## src/rtl/key_debouncer_if.sv

```systemverilog
// Key event bundle: raw board key in, debounced level and one-cycle event pulses out.
// The debouncer sits on the slave side and the key event consumer on the master side.
interface key_debouncer_if;
  logic key_i;
  logic pressed_o;
  logic press_o;
  logic release_o;
  logic repeat_o;

  modport master (
    output key_i,
    input  pressed_o,
    input  press_o,
    input  release_o,
    input  repeat_o
  );

  modport slave (
    input  key_i,
    output pressed_o,
    output press_o,
    output release_o,
    output repeat_o
  );
endinterface

```

## src/rtl/key_debouncer.sv

```systemverilog
// Active-low push-button debouncer. It produces registered press, release and
// auto-repeat pulses, plus a debounced "pressed" level.
module key_debouncer #(
  parameter int DEBOUNCE_CYCLES = 1_000_000,
  parameter bit REPEAT_EN       = 1'b1,
  parameter int REPEAT_DELAY    = 50_000_000,
  parameter int REPEAT_PERIOD   = 10_000_000
) (
  input  logic             clk100_i,
  input  logic             rst_i,
  key_debouncer_if.slave   kif
);

  localparam int RP_MAX = (REPEAT_DELAY > REPEAT_PERIOD) ? REPEAT_DELAY : REPEAT_PERIOD;
  localparam int DB_W   = $clog2(DEBOUNCE_CYCLES);
  localparam int RP_W   = $clog2(RP_MAX);

  localparam logic [DB_W-1:0] DB_TC     = DB_W'(DEBOUNCE_CYCLES - 1);
  localparam logic [RP_W-1:0] RP_DLY_TC = RP_W'(REPEAT_DELAY - 1);
  localparam logic [RP_W-1:0] RP_PER_TC = RP_W'(REPEAT_PERIOD - 1);

  typedef enum logic [1:0] {
    RELEASED,
    PRESS_WAIT,
    HELD,
    RELEASE_WAIT
  } state_t;

  state_t          state_q, state_d;
  logic [1:0]      sync_q;
  logic            ks;
  logic [DB_W-1:0] db_q, db_d;
  logic [RP_W-1:0] rp_q, rp_d, rp_tc;
  logic            rpf_q, rpf_d;
  logic            pressed_q, pressed_d;
  logic            press_q, press_d;
  logic            rel_q, rel_d;
  logic            rep_q, rep_d;

  // The synchronizer resets to "released" so a key held through reset reads as a new press.
  always_ff @(posedge clk100_i) begin
    if (rst_i) sync_q <= 2'b11;
    else       sync_q <= {sync_q[0], kif.key_i};
  end

  assign ks    = sync_q[1];
  assign rp_tc = rpf_q ? RP_DLY_TC : RP_PER_TC;

  always_comb begin
    state_d = state_q;
    db_d    = db_q;
    rp_d    = rp_q;
    rpf_d   = rpf_q;
    press_d = 1'b0;
    rel_d   = 1'b0;
    rep_d   = 1'b0;
    unique case (state_q)
      RELEASED: begin
        if (!ks) begin
          state_d = PRESS_WAIT;
          db_d    = '0;
        end
      end
      PRESS_WAIT: begin
        if (ks) begin
          state_d = RELEASED;
        end else if (db_q == DB_TC) begin
          state_d = HELD;
          press_d = 1'b1;
          rp_d    = '0;
          rpf_d   = 1'b1;
        end else begin
          db_d = db_q + DB_W'(1);
        end
      end
      HELD: begin
        // A release start wins over a repeat terminal count. rp_cnt stays frozen for a possible bounce back.
        if (ks) begin
          state_d = RELEASE_WAIT;
          db_d    = '0;
        end else if (REPEAT_EN && (rp_q == rp_tc)) begin
          rep_d = 1'b1;
          rp_d  = '0;
          rpf_d = 1'b0;
        end else if (REPEAT_EN) begin
          rp_d = rp_q + RP_W'(1);
        end
      end
      RELEASE_WAIT: begin
        if (!ks) begin
          state_d = HELD;
        end else if (db_q == DB_TC) begin
          state_d = RELEASED;
          rel_d   = 1'b1;
        end else begin
          db_d = db_q + DB_W'(1);
        end
      end
      default: state_d = RELEASED;
    endcase
    pressed_d = (state_d == HELD) || (state_d == RELEASE_WAIT);
  end

  always_ff @(posedge clk100_i) begin
    if (rst_i) begin
      state_q   <= RELEASED;
      db_q      <= '0;
      rp_q      <= '0;
      rpf_q     <= 1'b0;
      pressed_q <= 1'b0;
      press_q   <= 1'b0;
      rel_q     <= 1'b0;
      rep_q     <= 1'b0;
    end else begin
      state_q   <= state_d;
      db_q      <= db_d;
      rp_q      <= rp_d;
      rpf_q     <= rpf_d;
      pressed_q <= pressed_d;
      press_q   <= press_d;
      rel_q     <= rel_d;
      rep_q     <= rep_d;
    end
  end

  assign kif.pressed_o = pressed_q;
  assign kif.press_o   = press_q;
  assign kif.release_o = rel_q;
  assign kif.repeat_o  = rep_q;

endmodule
```

## src/flat_wrapper.sv

```systemverilog
// flat-port wrapper written by rule: the top's interface ports become plain ports
module key_debouncer_flat 
#(
  parameter int DEBOUNCE_CYCLES = 1_000_000,
  parameter bit REPEAT_EN       = 1'b1,
  parameter int REPEAT_DELAY    = 50_000_000,
  parameter int REPEAT_PERIOD   = 10_000_000
)
  (clk100_i, rst_i, kif_key_i, kif_pressed_o, kif_press_o, kif_release_o, kif_repeat_o);
  key_debouncer_if kif_i ();
  input  logic clk100_i;
  input  logic rst_i;
  input wire logic [$bits(kif_i.key_i)-1:0] kif_key_i;
  output wire logic [$bits(kif_i.pressed_o)-1:0] kif_pressed_o;
  output wire logic [$bits(kif_i.press_o)-1:0] kif_press_o;
  output wire logic [$bits(kif_i.release_o)-1:0] kif_release_o;
  output wire logic [$bits(kif_i.repeat_o)-1:0] kif_repeat_o;
  assign kif_i.key_i = kif_key_i;
  assign kif_pressed_o = kif_i.pressed_o;
  assign kif_press_o = kif_i.press_o;
  assign kif_release_o = kif_i.release_o;
  assign kif_repeat_o = kif_i.repeat_o;
  key_debouncer #(.DEBOUNCE_CYCLES(DEBOUNCE_CYCLES), .REPEAT_EN(REPEAT_EN), .REPEAT_DELAY(REPEAT_DELAY), .REPEAT_PERIOD(REPEAT_PERIOD)) u_core (.clk100_i(clk100_i), .rst_i(rst_i), .kif(kif_i));
endmodule
```

## config.mk

```make
export PLATFORM = sky130hd
export DESIGN_NAME = key_debouncer_flat
export DESIGN_NICKNAME = d
export VERILOG_FILES = /design/src/rtl/key_debouncer_if.sv /design/src/rtl/key_debouncer.sv /design/src/flat_wrapper.sv
export SDC_FILE = /design/constraint.sdc
export NUM_CORES = 1
export LEC_CHECK = 0
export BUFFER_PORTS_ARGS = -buffer_cell sky130_fd_sc_hd__buf_4
export CORE_MARGIN = 2
export CORE_UTILIZATION = 60
export CTS_BUF_LIST = sky130_fd_sc_hd__clkbuf_4 sky130_fd_sc_hd__clkbuf_8
export CTS_CLUSTER_SIZE = 16
export DETAILED_ROUTE_END_ITERATION = 12
export GPL_ROUTABILITY_DRIVEN = 0
export PLACE_DENSITY = 0.81
export SLEW_MARGIN = 40
export SYNTH_ARGS = -nofsm -noshare
export SYNTH_HDL_FRONTEND = slang
export SYNTH_SLANG_ARGS = --single-unit
```

## constraint.sdc

```tcl
create_clock -name clk100_i -period 2.6 [get_ports clk100_i]
set_clock_uncertainty 0.2 [all_clocks]
set_input_delay 0.39 -clock clk100_i [delete_from_list [all_inputs] [get_ports clk100_i]]
set_output_delay 0.39 -clock clk100_i [all_outputs]
set_load 0.005 [all_outputs]
```

# Yosys cells after proc, flatten, opt, wreduce, memory -nomap -nowiden
# Index checks and enable logic that the tools add are counted.
# word_totals
output_inout_bits,4
inputBits,3
word_cells,64
reg_bits,55
# op_classes
n_bitwise,4
eq_ne,14
addsub,2
mux,26
reduce_logical,9
# ops
op,n
$mux 26,5
$mux 20,5
$pmux 20 s4,1
$pmux 26 s2,1
$add 26x1->26 const B,1
$eq 26x26->1,1
$add 20x1->20 const B,1
$eq 20x20->1 const B,1
$mux 2,6
$reduce_or 3->1,3
$eq 2x2->1 const B,4
$ne 2x1->1 const B,4
$pmux 2 s4,1
$reduce_and 4->1,2
$mux 1,6
$ne 2x2->1 const B,3
$reduce_and 5->1,1
$not 1->1,4
$eq 2x1->1 const B,1
$logic_not 2->1,1
$pmux 1 s2,1
$reduce_bool 2->1,1
$logic_or 1x1->1,1

# Logic depth before layout (Yosys ltp)
# Gate-level depths: netlist of the first run.
# logic_depth
ltp_word,6
depth_mapped,9
depth_no_buf,7

# Worst setup path after synthesis of the first run
# No wires, ideal clock.
# synth_path
kind,reg2reg
startpoint,register u_core.state_q[1]
endpoint,register u_core.rp_q[14]
synth_period_minus_slack_ps,2250
setup_time_ps,70
n_path_buf,0
arrival_ps,1981
required_ps,2330
path_stages_with_launch,8
slack_ps,350
cell_sequence,dfxtp_1 > inv_1 > ha_1 > nand2b_1 > nand4b_1 > o21ai_0 > or4b_2 > a21oi_1
# synth_via
elab_chain_cells,3
elab_cells_between_ends,8
classes_between,5 x eq/ne; 1 x mux; 2 x reduce/logical
# synth_lines
item,line_no,text
"start, declared",key_debouncer.sv:29,"state_t state_q, state_d;"
"start signal, assigned",key_debouncer.sv:115,state_q <= state_d;
$eq 2x2->1 / $eq 2x1->1 (equally long branches),key_debouncer.sv:57,unique case (state_q)
$ne 2x2->1 (no line) (tied with other cells),n/a,
$reduce_and 4->1 (no line),n/a,
"end signal, assigned",key_debouncer.sv:117,rp_q <= rp_d;
"end, declared",key_debouncer.sv:33,"logic [RP_W-1:0] rp_q, rp_d, rp_tc;"
# Parallel ways exist; a longest one is shown, timed or not.
# A chain may end at the register's enable or synchronous reset.

# Worst setup path after layout of the first run
# layout_path
startpoint,register u_core.db_q[13]
endpoint,register u_core.rp_q[21]
# layout_via
elab_chain_cells,3
# layout_lines
item,line_no,text
"start, declared",key_debouncer.sv:32,"logic [DB_W-1:0] db_q, db_d;"
"start signal, assigned",key_debouncer.sv:107,db_q <= '0;
"start signal, assigned",key_debouncer.sv:116,db_q <= db_d;
$eq 20x20->1,key_debouncer.sv:67,end else if (db_q == DB_TC) begin
$ne 2x1->1 (no line),n/a,
$reduce_and 4->1 (no line),n/a,
# No other way between the ends.

==> impl_metrics.py, run 1 <==
metrics = {
    "power": {
        "power_frac_seq_pct": 40.5,
        "p_per_area_mw_per_mm2": 690,
        "p_clk_share_pct": 30.0,
        "comb_power_share_pct": 29.5,
        "leakage_nw": 0.972,
        "ir_worst_vdd_uv": 415,
        "internal-power_mw": 1.51,
        "power.switching_uw": 742,
        "p_sw_share_pct": 32.9,
    },
    "worst_setup_path": {
        "crit_required_ns": 2.65,
        "start_kind": "flip-flop",
        "ff2ff_path_depth": 6,
        "crit_type": "reg -> reg",
        "endpoint_kind": "flip-flop",
        "worst_ep_arrival_time_ns": 2.47,
        "crit_fanout": 49,
    },
    "sta": {
        "whs_ns": 0.0563,
        "finalCritPeriodShare_pct": 93.1,
        "maxSlewHeadroom_pct": 55.3,
        "worst_pin_slew_ns": 0.667,
        "rsz0062_at_grt": "false",
        "period_minus_slack_ns": 2.42,
        "finalHoldViolations": 0,
        "fin_setup_tns_ns": 0,
        "fmax_mhz": 413,
        "drv_slew": 0,
        "setup_violations": 0,
    },
    "grt": {
        "grt_pass1_vias": 2353,
        "grt_max_degree": 50,
        "grt-ovfl-total": 0,
        "gr-usage-all-layers_pct": 25.2,
        "grt_busiest_layer": "met1",
        "grt_pass1_wl_um": 11000,
        "grtUsageMet3_pct": 4.07,
        "grtUsageMet1_pct": 38.1,
        "antenna_found_initial": 0,
        "use_met2_pct": 36.4,
    },
    "route": {
        "wl_per_cell_um": 15.5,
        "wl_um": 6590,
        "route.detailed.drc": 0,
        "drtIter0Drc": 315,
        "vias_per_cell": 6.43,
        "vias": 2738,
        "ant_nets": 0,
        "drt-pass1-iter-count": 5,
    },
    "layout": {
        "drive_above_1_share_pct": 13.1,
        "layout_commonest_cell": "dfxtp_1",
        "syn_to_final_growth_pct": 10.8,
        "postLayoutCellArea_mm2": 0.00327,
        "final_cell_mix": "dfxtp_1, a21oi_1, nand2_1",
        "finalNetCount": 368,
        "insertedDiodeCount": 0,
    },
    "logic_synthesis": {
        "synth_cell_types": 51,
        "synth_ff_type": "dfxtp_1",
        "yosys_warnings": 0,
        "synth_top_area_share_pct": 37.3,
        "syn-instance-count": 350,
        "synth.area.top_cells": "dfxtp_1, a21oi_1, or4_1",
        "synth_seq_area_share_pct": 37.3,
        "ys_async_sr_fraction_pct": 0,
        "yosysTopAreaCell": "dfxtp_1",
        "synth_area_mm2": 0.00295,
        "syn_nets": 360,
        "avgSynthCellArea_um2": 8.43,
        "synth-edff-count": 0,
        "ys_ff_latch": 55,
    },
    "place": {
        "dpl.hpwl_um": 4490,
        "portBuffers": 6,
        "place_area_mm2": 0.00313,
    },
    "die": {
        "die_h_um": 74.1,
        "ios": 7,
        "die_w_um": 74.1,
        "num_rows": 25,
        "coreArea_mm2": 0.00472,
        "dieArea_mm2": 0.00550,
        "initial_core_util_pct": 62.5,
    },
    "hold_path": {
        "hold_path_depth": 2,
        "hp-class": "in -> reg",
    },
    "clocking": {
        "cts.sinks": 55,
        "cts_hold_buf": 0,
        "cts_root_buf": "clkbuf_8",
        "cts_max_level": 2,
        "clk_latency_ns": 0.31,
        "cts_tree": "yes",
        "cts_buffer_depth": 2,
        "cts_made_buffers": 5,
        "clk_pin_slew_worst_paths_ns": 0.10,
        "cts.repair.resized": 0,
        "post_cts_buffers": 0,
    },
    "run": {
        "cap_violations": 0,
    },
    "status": {
        "status": "completed",
    },
}
## worst max-delay path, stage by stage, from the launching register on
cell and delay (ns):
dfxtp_1 0.41, and4bb_2 0.37, nand3_2 0.14, o31a_1 0.35, buf_12 0.19, or4_1 0.52, a21oi_1 0.16
## power by group through the flow
stage / Combinational, mW / Sequential, mW / Clock (mW)
5_1_grt: 0.723 / 0.919 / 0.713
3_3_place_gp: 0.641 / 0.928 / 0
4_1_cts: 0.662 / 0.914 / 0.688
3_5_place_dp: 0.654 / 0.932 / 0
6_report: 0.665 / 0.914 / 0.678
2_1_floorplan: 0.448 / 0.936 / 0
## stage by stage
step / utilization, % / instances / worst slack (ns) / total power [mW]
after global placement: 66.2 / 418 / 0.250 / 1.57
after CTS: 69.2 / 426 / 0.177 / 2.26
after floorplan: - / 350 / 0.350 / 1.38
after detailed placement: 66.3 / 418 / 0.227 / 1.59
after global routing: 69.2 / 426 / 0.0217 / 2.36
final: 69.2 / 426 / 0.179 / 2.26
## kinds of logic (layout without fill, tap and decap cells)
kind of cell | count (synthesis) | after routing | synth area share, %
buffers and inverters | 31 | 40 | 4.32
AOI/OAI and AO/OA | 80 | 80 | 17.1
DFF | 55 | 55 | 37.3
and+or+nand+nor | 160 | 160 | 33.2
xor gates and xnor gates | 15 | 15 | 4.45
muxes | 2 | 2 | 0.721
adders and majority gates | 7 | 7 | 2.97
## flip-flops by register name, indices dropped and copies added (netlist names)
register / count
u_core.kif.repeat_o: 1
u_core.db_q: 20
u_core.rpf_q: 1
u_core.kif.press_o: 1
u_core.kif.release_o: 1
u_core.rp_q: 26
u_core.state_q: 2
u_core.kif.pressed_o: 1
u_core.sync_q: 2
## final cells by class
type | instances | area, um2
multi-input cells | 264 | 1730
fillers | 362 | 1450
well taps | 67 | 83.8
repair buffers | 20 | 175
inverters | 12 | 45.0
clock inverters | 3 | 67.6
clock buffers | 5 | 68.8
flip-flops and latches | 55 | 1100
## routing by layer
| layer | share of wire (%) | vias up |
|---|---|---|
| li1 | - | 1345 |
| met2 | 44 | 88 |
| met1 | 48 | 1294 |
| met5 | 0 | - |
| met4 | 1.4 | 0 |
| met3 | 5.7 | 11 |
## synth_stat cells, drive strengths merged, types with 2 or more instances
master and n:
a21oi 34, and3 4, and4 3, buf 7, clkbuf 12, dfxtp 55, ha 7, inv 12
nand2 23, nand2b 4, nand3 18, nand4 11, nand4b 3, nor2 22, nor3 6, nor3b 2
nor4 15, nor4bb 3, o21ai 14, o31ai 16, o41a 2, o41ai 4, or2 6, or3 11
or4 18, or4b 5, xnor2 12, xor2 3
## final timing paths
| kind | startpoint | end | slack (ns) |
|---|---|---|---|
| worst max-delay path | u_core.db_q[13]$_SDFFE_PP0P_ | u_core.rp_q[21]$_SDFFE_PP0P_ | 0.18 |
| worst min-delay path | kif_key_i | u_core.sync_q[0]$_SDFF_PP1_ | 0.06 |
| worst max register to register | u_core.db_q[13]$_SDFFE_PP0P_ | u_core.rp_q[21]$_SDFFE_PP0P_ | 0.18 |
| worst min register to register | u_core.sync_q[0]$_SDFF_PP1_ | u_core.sync_q[1]$_SDFF_PP1_ | 0.23 |
Note: power is estimated with default switching activity, not from simulation.
==> run 2, diff against run 1 <==
CORE_ASPECT_RATIO = 0.9   (was unset)
==> impl_metrics.py, run 2 (synthesis gave the netlist of run 1 again) <==
metrics = {
    "die": {
        "num_rows": 24,
        "ios": 7,
        "die_w_um": 77.9,
        "die_h_um": 70.5,
        "coreArea_mm2": 0.00480,
        "initial_core_util_pct": 61.4,
        "dieArea_mm2": 0.00550,
    },
    "power": {
        "comb_power_share_pct": 31.8,
        "power.switching_uw": 770,
        "power_mw": 2.10,
        "internal-power_mw": 1.33,
        "leakage_nw": 0.958,
        "p_clk_share_pct": 24.6,
        "p_per_area_mw_per_mm2": 651,
        "ir_worst_vdd_uv": 883,
        "power_frac_seq_pct": 43.6,
        "p_sw_share_pct": 36.7,
    },
    "worst_setup_path": {
        "crit_type": "reg -> reg",
        "worst_ep_arrival_time_ns": 2.50,
        "path_cells": "ha_1 > and4b_1 > nand2_1 > o31a_1 > buf_12 > or4_1 > a21oi_1",
        "cpPeakStageDelay_ns": 0.50,
        "start_kind": "flip-flop",
        "crit_fanout": 49,
        "cpMaxStageDelayCell": "or4_1",
        "crit_required_ns": 2.65,
        "endpoint_kind": "flip-flop",
    },
    "layout": {
        "fillers": 411,
        "final_cell_mix": "dfxtp_1, a21oi_1, nand2_1",
        "finalNetCount": 367,
        "insertedDiodeCount": 0,
        "layout_commonest_cell": "dfxtp_1",
        "top_register": "u_core.rp_q",
        "largest_reg_flops": 26,
        "multi_input_area_mm2": 0.00173,
        "syn_to_final_growth_pct": 9.33,
        "fin_util_pct": 67.2,
        "reg_top3": "u_core.rp_q: 26 flops, u_core.db_q: 20 flops",
        "postLayoutCellArea_mm2": 0.00323,
        "drive_above_1_share_pct": 13.4,
        "regArea_mm2": 0.00110,
    },
    "route": {
        "wl_met3_um": 337,
        "route.detailed.drc": 0,
        "wl_met2_um": 3010,
        "ant_nets": 0,
        "vias": 2711,
        "vias_per_cell": 6.41,
        "wl_met1_um": 3320,
        "drtIter0Drc": 238,
        "wl_per_cell_um": 15.9,
        "drt-pass1-iter-count": 4,
        "wl_um": 6740,
        "maxUsedRoutingLayer": "met4",
    },
    "sta": {
        "drv_slew": 0,
        "maxSlewHeadroom_pct": 57.8,
        "setup_violations": 0,
        "period_minus_slack_ns": 2.44,
        "fin_ws_ns": 0.159,
        "finalHoldViolations": 0,
        "rsz0062_at_grt": "false",
        "worst_pin_slew_ns": 0.629,
        "finalCritPeriodShare_pct": 93.9,
        "fmax_mhz": 410,
        "fin_setup_tns_ns": 0,
    },
    "clocking": {
        "cts_max_level": 2,
        "clk_pin_slew_worst_paths_ns": 0.11,
        "cts_made_buffers": 5,
        "cts.sinks": 55,
        "cts_root_buf": "clkbuf_8",
        "clk_latency_ns": 0.33,
        "cts_tree": "yes",
        "cts_buffer_depth": 2,
    },
    "grt": {
        "gr-usage-all-layers_pct": 26.0,
        "grt-ovfl-total": 0,
        "grt_pass1_wl_um": 11600,
        "grt_max_degree": 50,
        "antenna_found_initial": 0,
        "grt_pass1_vias": 2523,
    },
    "hold_path": {
        "hp-class": "in -> reg",
    },
    "status": {
        "status": "completed",
    },
    "place": {
        "portBuffers": 6,
        "place_area_mm2": 0.00312,
        "dp_worst_setup_slack_ns": 0.214,
        "dpl.hpwl_um": 4610,
    },
    "run": {
        "cap_violations": 0,
    },
}
[run 2: timing repair]
| action | 4_1_cts | 5_1_grt |
|---|---|---|
| resized for setup | 0 | 2 |
| setup endpoints to repair | 0 | 3 |
| buffers inserted | 0 | 0 |
| hold buffers | 0 | 0 |
[run 2: power groups by stage]
| stage | clock network (mW) | logic [mW] | registers, mW |
|---|---|---|---|
| finish | 0.516 | 0.669 | 0.917 |
| global route | 0.554 | 0.736 | 0.922 |
| CTS | 0.528 | 0.653 | 0.915 |
| detailed placement | 0 | 0.649 | 0.934 |
| global placement | 0 | 0.632 | 0.932 |
| floorplan | 0 | 0.448 | 0.936 |
[run 2: critical path, delay by kind of cell, from the launching register on]
family / cells / cell delay, ns
simple gates: 3 / 0.88
buf+inv: 1 / 0.18
compound gates: 2 / 0.47
flops: 1 / 0.41
fa+ha+maj: 1 / 0.21
[run 2: per-stage QoR]
stage / hold slack (ns) / instances
2_1_floorplan: 0.189 / 350
3_3_place_gp: 0.193 / 415
3_5_place_dp: 0.217 / 415
4_1_cts: 0.0460 / 423
5_1_grt: 0.0422 / 423
6_report: 0.0457 / 423
[run 2: worst paths after layout]
path	slack, ns	end	from	depth (start not counted)
worst max-delay path	0.16	u_core.rp_q[8]$_SDFFE_PP0P_	u_core.db_q[1]$_SDFFE_PP0P_	7
worst min-delay path	0.05	u_core.sync_q[0]$_SDFF_PP1_	kif_key_i	2
worst max register to register	0.16	u_core.rp_q[8]$_SDFFE_PP0P_	u_core.db_q[1]$_SDFFE_PP0P_	7
worst min register to register	0.24	u_core.sync_q[1]$_SDFF_PP1_	u_core.sync_q[0]$_SDFF_PP1_	1
[run 2: metal layers]
metal | vias to the layer above | GRT usage, %
met3 | 5 | 4.21
met2 | 62 | 38.5
met1 | 1307 | 38.1
met5 | - | 0
met4 | 0 | 10.1
li1 | 1337 | -
[run 2: area by class of cell]
type / count / share of cell area [%]
Clock buffer: 5 / 2.13
Clock inverter: 3 / 0.892
Sequential cell: 55 / 34.2
Timing Repair Buffer: 19 / 5.20
Multi-Input combinational cell: 264 / 53.7
Tap cell: 65 / 2.52
Inverter: 12 / 1.40
==> run 3, diff against run 2 <==
CORE_MARGIN = unset   (was 2)
clock period = 3.1 ns   (was 2.6 ns; I/O delays follow)
==> impl_metrics.py, run 3 (synthesis gave the netlist of run 1 again) <==
metrics = {
    "status": {
        "status": "completed",
    },
    "layout": {
        "syn_to_final_growth_pct": 5.55,
        "layout_commonest_cell": "dfxtp_1",
        "insertedDiodeCount": 0,
        "fin_util_pct": 68.1,
        "finalNetCount": 358,
        "top_register": "u_core.rp_q",
        "final_cell_mix": "dfxtp_1, a21oi_1, nand2_1",
        "largest_reg_flops": 26,
        "drive_above_1_share_pct": 10.6,
        "reg_top3": "u_core.rp_q: 26 flops, u_core.db_q: 20 flops",
    },
    "clocking": {
        "clk_pin_slew_worst_paths_ns": 0.10,
        "cts_max_level": 2,
        "clk_latency_ns": 0.31,
        "cts.sinks": 55,
        "post_cts_buffers": 0,
        "cts_root_buf": "clkbuf_8",
        "cts_tree": "yes",
        "cts.repair.resized": 0,
        "cts_made_buffers": 5,
        "cts_hold_buf": 0,
        "cts_buffer_depth": 2,
    },
    "place": {
        "dpl.hpwl_um": 4450,
        "portBuffers": 6,
        "dp_worst_setup_slack_ns": 0.566,
    },
    "sta": {
        "worst_pin_slew_ns": 0.667,
        "fin_setup_tns_ns": 0,
        "fin_ws_ns": 0.493,
        "maxSlewHeadroom_pct": 55.3,
        "rsz0062_at_grt": "false",
        "setup_violations": 0,
        "finalCritPeriodShare_pct": 84.1,
        "finalHoldViolations": 0,
        "drv_slew": 0,
        "period_minus_slack_ns": 2.61,
        "fmax_mhz": 384,
    },
    "worst_setup_path": {
        "crit_fanout": 49,
        "start_kind": "flip-flop",
        "worst_ep_arrival_time_ns": 2.65,
        "crit_type": "reg -> reg",
        "rrSetupSlack_ns": 0.49,
        "ff2ff_path_depth": 7,
        "r2r_end": "u_core.rp_q[5]$_SDFFE_PP0P_",
        "reg2reg_from": "u_core.db_q[0]$_SDFFE_PP0P_",
        "startpoint": "u_core.db_q[0]$_SDFFE_PP0P_",
        "endpoint_kind": "flip-flop",
        "crit_required_ns": 3.14,
    },
    "hold_path": {
        "min_to": "u_core.sync_q[0]$_SDFF_PP1_",
        "hp-class": "in -> reg",
        "hold_start": "kif_key_i",
        "hold_path_depth": 2,
    },
    "grt": {
        "gr-usage-all-layers_pct": 26.4,
        "grt-ovfl-total": 0,
        "grt_max_degree": 50,
        "antenna_found_initial": 0,
        "grt_pass1_wl_um": 11100,
        "grt_pass1_vias": 2433,
    },
    "power": {
        "ir_worst_vdd_uv": 601,
        "leakage_nw": 0.890,
        "p_per_area_mw_per_mm2": 533,
    },
    "route": {
        "vias_per_cell": 6.52,
        "drtIter0Drc": 273,
        "wl_um": 6420,
        "ant_nets": 0,
        "wl_per_cell_um": 15.6,
        "drt-pass1-iter-count": 5,
        "route.detailed.drc": 0,
        "vias": 2680,
    },
    "die": {
        "initial_core_util_pct": 64.5,
        "dieArea_mm2": 0.00520,
        "num_rows": 23,
        "coreArea_mm2": 0.00458,
        "die_w_um": 75.9,
        "die_h_um": 68.5,
        "ios": 7,
    },
    "run": {
        "cap_violations": 0,
    },
}
==> run 3: cell type report <==
type / instances / area, um2
clock buffer: 6 / 76.3
clock inverter: 2 / 12.5
fill: 368 / 1460
inverter: 12 / 45.0
multi-input combinational: 264 / 1730
sequential: 55 / 1100
tap: 62 / 77.6
timing repair buffer: 10 / 75.1
==> run 3: critical path, stage by stage, from the launching register on <==
cell,delay [ns]
dfxtp_1,0.43
ha_1,0.27
and4b_1,0.24
nand2_1,0.14
o31a_1,0.27
buf_4,0.26
or4_1,0.54
a21oi_1,0.16
==> run 3: metal layers <==
metal | global-route usage (%) | vias up | wire length [um]
li1 | - | 1316 | -
met1 | 37.1 | 1276 | 3190
met2 | 42.0 | 84 | 2790
met3 | 4.74 | 4 | 400
met4 | 7.69 | 0 | 40
met5 | 0 | - | 0
==> run 3: power breakdown <==
group          switching, mW  internal (mW)  total, mW
registers             0.0417          0.740      0.782
clock network          0.241          0.168      0.409
logic                  0.325          0.146      0.471
==> run 3: worst max-delay path by stage <==
stage	endpoint	slack [ns]	cells after the start
floorplan	u_core.rp_q[14]$_SDFFE_PP0P_	0.85	7
CTS	u_core.rp_q[15]$_SDFFE_PP0P_	0.53	7
detailed placement	u_core.rp_q[15]$_SDFFE_PP0P_	0.57	7
finish	u_core.rp_q[5]$_SDFFE_PP0P_	0.49	7
global route	u_core.rp_q[24]$_SDFFE_PP0P_	0.32	7
global placement	u_core.db_q[4]$_SDFFE_PP0P_	0.65	6
==> run 3: per-stage QoR <==
| step | hold slack, ns | power (mW) | cells | instance area (um2) |
|---|---|---|---|---|
| floorplan | 0.189 | 1.16 | 350 | 2950 |
| global placement | 0.194 | 1.24 | 403 | 3020 |
| detailed placement | 0.209 | 1.26 | 403 | 3030 |
| CTS | 0.129 | 1.66 | 411 | 3120 |
| global route | 0.125 | 1.74 | 411 | 3120 |
| finish | 0.133 | 1.66 | 411 | 3120 |
